--- config.mk ---
export PLATFORM = sky130hd
export DESIGN_NAME = mux_nto1_stream
export DESIGN_NICKNAME = d
export VERILOG_FILES = /design/src/rtl/mux_nto1_stream.sv
export SDC_FILE = /design/constraint.sdc
export NUM_CORES = 1
export LEC_CHECK = 0
export BUFFER_PORTS_ARGS = -buffer_cell sky130_fd_sc_hd__buf_2
export CORE_MARGIN = 10
export CORE_UTILIZATION = 38
export CTS_CLUSTER_DIAMETER = 30
export DETAILED_ROUTE_END_ITERATION = 16
export GPL_ROUTABILITY_DRIVEN = 0
export PLACE_DENSITY_LB_ADDON = 0.2
export SYNTH_ARGS = -nofsm -noshare
export SYNTH_HDL_FRONTEND = slang
export SYNTH_SLANG_ARGS = --single-unit
--- constraint.sdc ---
create_clock -name clock -period 3.45 [get_ports clock]
set_clock_uncertainty 0.2 [all_clocks]
set_input_delay 1.035 -clock clock [delete_from_list [all_inputs] [get_ports clock]]
set_output_delay 1.035 -clock clock [all_outputs]
set_load 0.02 [all_outputs]
--- src/rtl/mux_nto1_stream.sv ---
// mux_nto1_stream
//   CHANNELS x WIDTH-bit valid/ready inputs funnelled into one registered
//   valid/ready output slot. The channel is picked by `selector` (mode 0) or
//   by an internal arbiter (mode 1).
//
//   Build option: define MUX_NTO1_ROUND_ROBIN_EN for a round-robin arbiter in
//   mode 1. If it is left undefined, mode 1 uses fixed priority (the lowest
//   valid index wins) and no pointer register is built.
module mux_nto1_stream #(
  parameter int WIDTH     = 32,
  parameter int CHANNELS  = 4,
  parameter int SEL_WIDTH = 2
) (
  input  logic                      clock,
  input  logic                      reset_n,
  input  logic [CHANNELS*WIDTH-1:0] input_data,
  input  logic [CHANNELS-1:0]       input_valid,
  output logic [CHANNELS-1:0]       input_ready,
  input  logic                      mode,
  input  logic [SEL_WIDTH-1:0]      selector,
  output logic [WIDTH-1:0]          output_data,
  output logic                      output_valid,
  input  logic                      output_ready,
  output logic [SEL_WIDTH-1:0]      output_chan
);

  logic                 load_en;    // output slot can accept a word this cycle
  logic [CHANNELS-1:0]  sel_grant;  // mode 0 grant
  logic [CHANNELS-1:0]  arb_grant;  // mode 1 grant
  logic [CHANNELS-1:0]  grant;      // one-hot or zero
  logic [SEL_WIDTH-1:0] grant_idx;
  logic [WIDTH-1:0]     grant_data;
  logic                 take;       // a transfer happens at the next edge

  // The slot is free when it is empty or when its word leaves this cycle.
  // Loading at the same edge as the drain gives full throughput.
  assign load_en = !output_valid || output_ready;

  // Explicit select: grant follows the selected channel's valid. A selector
  // value beyond the last channel never matches, so nothing is granted.
  always_comb begin
    // NOTE: defaulting every output of a combinational block before the
    // conditional logic keeps it purely combinational (no latch inferred).
    sel_grant = '0;
    for (int i = 0; i < CHANNELS; i++) begin
      if (int'(selector) == i) sel_grant[i] = input_valid[i];
    end
  end

  assign grant = mode ? arb_grant : sel_grant;

  // Ready only for the granted channel, and never while reset is held, even
  // though the empty slot would otherwise look free.
  assign input_ready = reset_n ? (grant & {CHANNELS{load_en}}) : '0;
  assign take        = |input_ready;

  // Encode the one-hot grant into an index and steer the data for that channel.
  always_comb begin
    grant_idx  = '0;
    grant_data = '0;
    for (int i = 0; i < CHANNELS; i++) begin
      if (grant[i]) begin
        grant_idx  = SEL_WIDTH'(i);
        grant_data = input_data[i*WIDTH +: WIDTH];
      end
    end
  end

  // Output slot: load on a transfer, clear valid on a drain with no reload.
  // Data and channel hold their values whenever nothing is loaded.
  always_ff @(posedge clock or negedge reset_n) begin
    // NOTE: state registers use non-blocking assignments so that every
    // flop samples its inputs at the pre-edge values; this avoids races
    // that depend on evaluation order.
    if (!reset_n) begin
      output_valid <= 1'b0;
      output_data  <= '0;
      output_chan  <= '0;
    end else if (take) begin
      output_valid <= 1'b1;
      output_data  <= grant_data;
      output_chan  <= grant_idx;
    end else if (output_ready) begin
      output_valid <= 1'b0;
    end
  end

`ifdef MUX_NTO1_ROUND_ROBIN_EN

  logic [SEL_WIDTH-1:0] rr_ptr;     // first channel to consider next time
  int                   best_dist;  // smallest wrap distance among valid channels

  // Round-robin arbiter: pick the valid channel closest to the pointer when
  // counting upward and wrapping from CHANNELS-1 back to 0.
  always_comb begin
    arb_grant = '0;
    best_dist = CHANNELS;
    for (int i = 0; i < CHANNELS; i++) begin
      int dist;
      dist = i - int'(rr_ptr);
      if (dist < 0) dist = dist + CHANNELS;
      if (input_valid[i] && (dist < best_dist)) best_dist = dist;
    end
    for (int i = 0; i < CHANNELS; i++) begin
      int dist;
      dist = i - int'(rr_ptr);
      if (dist < 0) dist = dist + CHANNELS;
      if (input_valid[i] && (dist == best_dist)) arb_grant[i] = 1'b1;
    end
  end

  // The pointer moves past the channel just served by the arbiter. Transfers
  // in explicit-select mode leave it untouched.
  always_ff @(posedge clock or negedge reset_n) begin
    if (!reset_n) begin
      rr_ptr <= '0;
    end else if (take && mode) begin
      if (int'(grant_idx) == CHANNELS - 1) rr_ptr <= '0;
      else                                 rr_ptr <= grant_idx + SEL_WIDTH'(1);
    end
  end

`else

  logic arb_found;

  // Fixed-priority arbiter: the lowest-index valid channel wins.
  always_comb begin
    arb_grant = '0;
    arb_found = 1'b0;
    for (int i = 0; i < CHANNELS; i++) begin
      if (input_valid[i] && !arb_found) begin
        arb_grant[i] = 1'b1;
        arb_found    = 1'b1;
      end
    end
  end

`endif

endmodule

==> results by group, run 1 <==
Clock tree
  – CTS tree: built
  – CTS buffer count: 5
  – # hold bufs at CTS: 0
  – H-tree depth: 2
  – Clock sink total: 35
  – CTS Buffer Depth: 2
  – Clock Latency Late Sink: ~0.28 ns
  – Worst-path clk slew: approximately 0.07 ns
  – CTS root buf: clkbuf_8
  – # Post-CTS Setup Buffers: 0

Timing
  – Slew headroom: approximately 69%
  – Setup ws final: 0.0313 ns
  – Final period utilization: between 90 and 100%
  – Hold Fails Final Rpt: 0
  – Worst slew pin tran: ~0.46 ns
  – Slew Limit Fails: 0
  – RSZ-0062 raised after global routing: true
  – Post-Route Setup TNS: 0 ns
  – Post-route minimum period: around 3.4 ns
  – Achievable frequency: 293 MHz
  – Final Setup Violations: 0

Drt
  – WL final: 7.93 mm
  – Wirelength per Cell: approximately 17 µm
  – Antenna viol nets, final: 0
  – DR vias/cell: approximately 5.3
  – DR pass1 iterations: 8
  – Initial drt markers: approximately 190
  – DRC: 0
  – Vias post-DR: ~2,400

Yosys
  – Cell Area, Synth: 2030 µm²
  – Synth Register Bits: 35
  – Syn_nets: 350
  – Post-synth top area share: 43.1%
  – Yosys warnings: 0
  – Largest area contributor in the netlist: dfrtp_1
  – Syn avg cell area: approximately 9.6 µm²
  – Seq/Total Area, Yosys: around 43%
  – Netlist cell types: 23
  – Synth Instances: between 200 and 250
  – Largest cells by area after synthesis: dfrtp_1 (43%), a222oi_1 (16%), a21boi_0 (12%), nand2_1 (6.5%), o21ai_0 (6.4%)

Run
  – Max-capacitance violation count: 0

Finish
  – NumNets Final: roughly 520
  – Share of post-route cells with drive strength above 1: between 50 and 60%
  – Area delta synth->final: 51.4%
  – Number of fill cells: roughly 500
  – Non-filler cells, final: between 400 and 500
  – Final Util: 59.9%
  – Ant. Diodes: 0

Placed design
  – Pre-CTS WS: -0.00146 ns
  – IO buf count: 176
  – Placed Cells: about 450
  – Final HPWL DP: between 6 and 7 mm

Global route
  – Vias in the first global route: about 2,600
  – Antenna violations before repair: 0
  – First-pass GRT wire length: 12.7 mm
  – Largest net degree at the start of global routing: 38
  – GRT Total Usage: 17.9%
  – Remaining Overflow, GRT: 0

Worst setup path
  – Critical path startpoint category: input pin
  – Crit-path max FO: 2
  – Crit Path Category: in2out
  – Crit. End Element: primary output
  – WP data arrival: approximately 2.2 ns
  – Req. time, crit path: roughly 2.2 ns

Pwr
  – Total power: approximately 1300 µW
  – Peak VDD IR: about 240 µV
  – Pwr Density: about 430 nW/µm²
  – Leakage Power: about 0.0016 µW

Hold path
  – Worst hold path class: reg2reg

Die
  – Top-level I/O count: between 150 and 200
  – Die area: 8680 µm²
  – Row Count: 26
  – Die span in y: just over 90 µm
  – Core area: roughly 5100 µm²
  – Starting density of the core: a little under 40%
  – Die X: just over 90 µm

Run status
  – Status: finished clean
[metal layers]
metal	part of all wire, %	GRT usage, %	vias to the layer above
met5	0	0	-
met4	1.6	5.91	0
met3	13	9.43	10
met2	47	29.6	150
met1	38	19.4	1085
li1	-	-	1174
[layout by cell type (no fill, tap or decap)]
cell type    n
o31a_1       1
a211oi_1     2
and2_1       1
nor3_1       1
a21boi_0    33
o21ai_0     26
nor2b_4      1
o21ai_1      7
o21a_1       2
buf_6        1
nand2_1     35
dfrtp_1     35
nor2b_1      4
clkinv_2     1
clkbuf_8     6
nand2b_1     1
buf_2      175
buf_12       1
or4b_1       1
inv_1        2
o311ai_4     1
buf_4        9
a31o_2       1
a222oi_1    32
nor4bb_2     1
nor2_1       3
nor3b_1      2
[logic make-up after synthesis]
logic type	after synthesis	synth area share, %
and+or+nand+nor	50	11.1
buffers and inverters	22	6.15
AOI/OAI and AO/OA	105	39.7
DFF	35	43.1
[worst paths after layout]
check	startpoint	slack, ns	cells past startpoint	end
hold reg to reg	output_data[23]	0.27	2	output_data[23]
max in group asynchronous	reset_n	2.11	2	output_data[0]
setup reg to reg	output_valid	1.96	5	output_data[24]
setup / recovery	input_valid[1]	0.03	6	input_ready[3]
hold / removal	output_data[23]	0.27	2	output_data[23]
min in group asynchronous	reset_n	0.61	2	output_data[10]
[Yosys cell counts]
master / instances
a222oi_1: 32
a211oi_1: 2
o311ai_4: 1
nor2b_1: 5
or4b_1: 1
dfrtp_1: 35
o21a_1: 2
nor3b_1: 2
buf_2: 4
clkbuf_1: 11
a21boi_0: 33
o21ai_1: 7
a31o_2: 1
nand2_1: 35
nand2b_1: 1
o21ai_0: 26
nor2_1: 3
nor4bb_1: 1
buf_6: 5
and2_1: 1
nor3_1: 1
o31a_1: 1
inv_1: 2
[power breakdown]
part | leakage [µW] | total, µW | internal, µW | switching (µW)
clock network | 0.0000470 | 292 | 156 | 135
logic | 0.00110 | 492 | 200 | 291
registers | 0.000447 | 535 | 493 | 42.2
[through the flow]
step,instance area [µm²],hold slack [ns]
2_1_floorplan,2040,0.378
6_report,3080,0.275
3_5_place_dp,2980,0.264
3_3_place_gp,2980,0.257
4_1_cts,3070,0.280
5_1_grt,3080,0.312
[sequential cells by signal, summed over array words and instances, names as in the netlist]
name,count
output_chan,2
output_valid,1
output_data,32
[timing repair]
action | 4_1_cts | 5_1_grt
gates resized for setup | 1 | 3
pin swaps | 0 | 0
setup endpoints to repair | 1 | 2
[worst max-delay path, stage by stage]
cell	delay, ns
buf_2	0.10
or4b_1	0.52
o21ai_0	0.08
and2_1	0.16
nor2b_4	0.17
buf_6	0.13
[area by class of cell]
class	count	area, µm²	share of cell area (%)
Inverter	2	7.51	0.244
Clock buffer	6	82.6	2.68
Tap cell	70	87.6	2.84
Sequential cell	35	876	28.4
Clock inverter	1	5.00	0.162
Timing Repair Buffer	186	975	31.6
Multi-Input combinational cell	155	1050	34.0
No activity file was read; power rests on OpenSTA's default activity.
==> run 2: changes to the inputs <==
Clock period 3.45 ns to 3.67 ns, I/O delays scaled along.
==> run 2 against run 1 <==
Against the previous run: register-to-register slack improved by 0.17 ns; cell count stayed put; power shrank 7.6%; count of clock-buffer cells in the layout grew 1; worst setup slack better by 0.059 ns; sequential share of layout area is 0.41 points higher; worst hold slack improved by 0.0034 ns; die area stayed put; first-iteration DRC count is 2.6% lower; critical endpoint unchanged; largest power group unchanged.
==> results by group, run 2 (synthesis gave the netlist of run 1 again) <==
Run status
  – Status: finished clean

Drt
  – Metal2 WL: around 3.8 mm
  – DRC: 0
  – DR vias/cell: approximately 5.3
  – DR top layer: met4
  – Routed wl met3: roughly 1 mm
  – Vias post-DR: between 2,000 and 2,500
  – DR pass1 iterations: 6
  – Wirelength per Cell: approximately 18 µm
  – Routed met1 length: slightly above 3 mm
  – Initial drt markers: between 150 and 200
  – WL final: ~8 mm
  – Antenna viol nets, final: 0

Timing
  – Setup ws final: roughly 0.09 ns
  – Achievable frequency: roughly 280 MHz
  – RSZ-0062 raised after global routing: false
  – Hold Fails Final Rpt: 0
  – Final Setup Violations: 0
  – Post-route minimum period: around 3.6 ns
  – Worst slew pin tran: between 0.4 and 0.5 ns
  – Final period utilization: a little over nine tenths
  – Post-Route Setup TNS: 0 ns
  – Slew headroom: between 60% and 70%
  – Slew Limit Fails: 0

Placed design
  – Pre-CTS WS: 0.0817 ns
  – IO buf count: 176
  – Final HPWL DP: between 6 and 7 mm

Finish
  – Ant. Diodes: 0
  – Most frequent cells in the layout: buf_2 (176), nand2_1 (35), dfrtp_1 (35)
  – Final Util: 59.1%
  – Max reg flops: 32
  – Area delta synth->final: 49.3%
  – Most common cell after layout, fill and taps aside: buf_2
  – NumNets Final: 522
  – Number of fill cells: 493
  – Biggest regs: output_data x32, output_chan x2, output_valid x1
  – Share of post-route cells with drive strength above 1: about 50%
  – Top reg by flops: output_data

Die
  – Row Count: 26
  – Die X: just over 90 µm
  – Die area: approximately 8700 µm²
  – Top-level I/O count: 177
  – Die span in y: between 90 and 100 µm
  – Starting density of the core: about two fifths
  – Core area: roughly 5100 µm²

Worst setup path
  – Crit-path max FO: 2
  – Cell mode on critical path: buf_2
  – Worst path cell trace: buf_2 -> or4b_1 -> o21ai_0 -> and2_1 -> nor2b_2 -> buf_2
  – CP max stage delay: 0.52 ns
  – CP delay by family, top: simple AND/OR/NAND/NOR gates
  – Crit Path Category: in2out
  – Req. time, crit path: between 2 and 2.5 ns
  – Critical path startpoint category: input pin
  – CP Buf/Inv Count: 2
  – CP max-delay cell: or4b_1
  – Crit. End Element: primary output
  – WP data arrival: roughly 2.3 ns

Run
  – Max-capacitance violation count: 0

Clock tree
  – # hold bufs at CTS: 0
  – # Post-CTS Setup Buffers: 0
  – H-tree depth: 2
  – CTS buffer count: 5
  – CTS root buf: clkbuf_8
  – Clock Latency Late Sink: between 0.2 and 0.3 ns
  – Post_cts resized: 0
  – CTS tree: built
  – Worst-path clk slew: 0.07 ns
  – Clock sink total: 35
  – CTS Buffer Depth: 2

Global route
  – GRT Total Usage: between 10% and 20%
  – Antenna violations before repair: 0
  – Largest net degree at the start of global routing: 37
  – Vias in the first global route: around 2,700
  – Remaining Overflow, GRT: 0
  – First-pass GRT wire length: about 13 mm

Hold path
  – Worst hold path class: reg2reg

Pwr
  – Pwr Density: between 400 and 500 nW/µm²
  – Peak VDD IR: approximately 210 µV
  – Leakage Power: ~0.0016 µW
==> run 2: cell count changes in the layout (fill, tap and decap cells not counted), sizes merged <==
cell and change:
buf -1, clkbuf +1
==> run 2: path summary, 6_finish.rpt <==
| check | from | slack, ns | cells after the start | end |
|---|---|---|---|---|
| min in group asynchronous | reset_n | 0.68 | 2 | output_data[9] |
| worst max register to register | output_valid | 2.13 | 4 | output_chan[1] |
| worst max-delay path | input_valid[1] | 0.09 | 6 | input_ready[3] |
| worst min-delay path | output_data[20] | 0.28 | 2 | output_data[20] |
| worst min register to register | output_data[20] | 0.28 | 2 | output_data[20] |
| max in group asynchronous | reset_n | 2.27 | 2 | output_data[3] |
==> run 2: worst reg2reg max path: cells and delay by family, from the launching register on <==
| family | cells | cell delay (ns) |
|---|---|---|
| DFF | 1 | 0.37 |
| AOI/OAI and AO/OA | 2 | 0.45 |
| buffers and inverters | 1 | 0.28 |
| and+or+nand+nor | 1 | 0.16 |
==> run 2: area by class of cell <==
type	instances	area, µm²	area share, %
sequential	35	876	28.8
clock inverter	1	5.00	0.165
multi-input combinational	155	1040	34.1
inverter	2	7.51	0.247
tap	70	87.6	2.88
timing repair buffer	185	948	31.2
clock buffer	7	76.3	2.51
==> run 2: per-layer routing <==
layer | vias up | track usage (%)
met2 | 156 | 30.3
met4 | 0 | 5.78
met1 | 1063 | 19.4
li1 | 1177 | -
met3 | 11 | 8.47
met5 | - | 0
==> run 2: where the power goes <==
part	switching, µW	internal (µW)
Sequential	38.6	463
Clock	126	133
Combinational	273	184
==> run 2: through the flow <==
stage	area, µm²	power [µW]	std cells	hold slack [ns]
floorplan	2040	762	212	0.378
global placement	2960	960	447	0.258
detailed placement	2960	973	447	0.265
CTS	3040	1240	455	0.280
global route	3040	1310	455	0.317
finish	3040	1220	455	0.278
==> run 3: changes to the inputs <==
Settings changed: BUFFER_PORTS_ARGS -buffer_cell sky130_fd_sc_hd__buf_2 to -buffer_cell sky130_fd_sc_hd__buf_4.
==> run 3 against run 2 <==
Against the previous run: routed wire length is 5.4% higher; cell count is 1.1% lower; die area stayed put; largest cell class is now buffers; critical path type unchanged; sequential share of layout area is 3.5 points lower; register-to-register slack better by 0.05 ns; non-clock buffer count is 3 lower; core utilization is 8.2 points higher; highest routed layer unchanged.
==> results by group, run 3 (synthesis gave the netlist of run 1 again) <==
Run status
  – Status: finished clean

Placed design
  – Area after DPL: roughly 3400 µm²
  – IO buf count: 176
  – Final HPWL DP: roughly 6.7 mm

Pwr
  – Peak VDD IR: roughly 200 µV
  – Leakage Power: between 0.0015 and 0.002 µW
  – Pwr Density: roughly 370 nW/µm²

Clock tree
  – Clock Latency Late Sink: about 0.27 ns
  – CTS tree: built
  – CTS root buf: clkbuf_8
  – H-tree depth: 2
  – CTS buffer count: 5
  – CTS Buffer Depth: 2
  – # Post-CTS Setup Buffers: 0
  – Clock sink total: 35
  – Worst-path clk slew: around 0.060 ns
  – Post_cts resized: 0
  – # hold bufs at CTS: 0

Finish
  – Most frequent cells in the layout: buf_4 (181), nand2_1 (35), dfrtp_1 (35)
  – Biggest regs: output_data x32, output_chan x2, output_valid x1
  – Multi-input gate area: a little over 1000 µm²
  – Most common cell after layout, fill and taps aside: buf_4
  – Number of fill cells: between 400 and 500
  – Ant. Diodes: 0
  – Final Cell Area: 3460 µm²
  – Top reg by flops: output_data
  – Share of post-route cells with drive strength above 1: approximately half
  – Final Util: 67.3%
  – Area delta synth->final: 70.0%
  – Sequential cell area: between 800 and 900 µm²
  – NumNets Final: 519
  – Max reg flops: 32

Die
  – Row Count: 26
  – Die X: a little over 90 µm
  – Die area: just under 9000 µm²
  – Top-level I/O count: ~180
  – Starting density of the core: around two fifths
  – Die span in y: just over 90 µm
  – Core area: slightly above 5000 µm²

Hold path
  – Worst hold path class: reg2reg
  – Worst Hold Depth: 2

Global route
  – GRT Total Usage: about 18%
  – Vias in the first global route: ~2,500
  – Antenna violations before repair: 0
  – Largest net degree at the start of global routing: 68
  – First-pass GRT wire length: about 13 mm
  – Remaining Overflow, GRT: 0

Timing
  – Post-route minimum period: between 3 and 4 ns
  – Hold Fails Final Rpt: 0
  – Final period utilization: 96.7%
  – RSZ-0062 raised after global routing: false
  – Final Setup Violations: 0
  – Slew headroom: between 60% and 70%
  – Achievable frequency: 282 MHz
  – Slew Limit Fails: 0
  – Post-Route Setup TNS: 0 ns
  – Worst slew pin tran: 0.464 ns

Worst setup path
  – Crit Path Category: in2out
  – Critical Path Source: input_valid[1]
  – Reg2reg start: output_valid
  – WP data arrival: between 2 and 2.5 ns
  – R2r worst-path depth: 4
  – Crit. End Element: primary output
  – Crit-path max FO: 5
  – Reg2reg end: output_chan[1]
  – Critical path startpoint category: input pin
  – Req. time, crit path: about 2.4 ns
  – Worst reg-to-reg setup slack: approximately 2.2 ns
  – Critical path destination: input_ready[3]

Run
  – Max-capacitance violation count: 0

Drt
  – Antenna viol nets, final: 0
  – Wirelength per Cell: between 15 and 20 µm
  – Vias post-DR: 2,402
  – WL final: about 8.4 mm
  – Initial drt markers: 173
  – DRC: 0
  – DR pass1 iterations: 9
  – DR vias/cell: between 5 and 6
[run 3: cell types whose count changed in the layout (fill, tap and decap cells not counted), sizes merged]
cell	delta
buf	-3
clkbuf	-1
clkinv	-1
[run 3: cell type report]
class                           instances  area share (%)
Inverter                                2           0.217
Timing Repair Buffer                  182            39.9
Clock buffer                            6            2.10
Tap cell                               70            2.53
Multi-Input combinational cell        155            30.0
Sequential cell                        35            25.3
[run 3: how the worst min path moves through the flow]
stage,start,end
after global placement,output_data[22],output_data[22]
after CTS,output_data[21],output_data[21]
final,output_data[20],output_data[20]
after global routing,output_data[10],output_data[10]
after floorplan,output_data[10],output_data[10]
after detailed placement,output_data[21],output_data[21]
[run 3: critical path: stages]
cell,delay [ns]
buf_4,0.13
or4b_1,0.50
o21ai_0,0.07
and2_1,0.14
nor2b_2,0.15
buf_4,0.15
[run 3: power breakdown]
part	switching (µW)	internal, µW
Combinational	277	268
Clock	116	126
Sequential	42.6	464
[run 3: metal layers]
metal / part of all wire (%) / vias to the layer above / track usage [%]
li1: - / 1169 / -
met1: 39 / 1095 / 18.8
met2: 49 / 134 / 32.5
met3: 12 / 4 / 9.19
met4: 0.76 / 0 / 3.98
met5: 0 / - / 0
[run 3: through the flow]
stage	power [µW]	hold slack, ns	setup WS (ns)	instances
after floorplan	762	0.378	0.0883	212
after global placement	1050	0.264	0.108	444
after detailed placement	1070	0.273	0.115	444
after CTS	1310	0.288	0.115	450
after global routing	1380	0.312	0.0483	450
final	1290	0.284	0.122	450
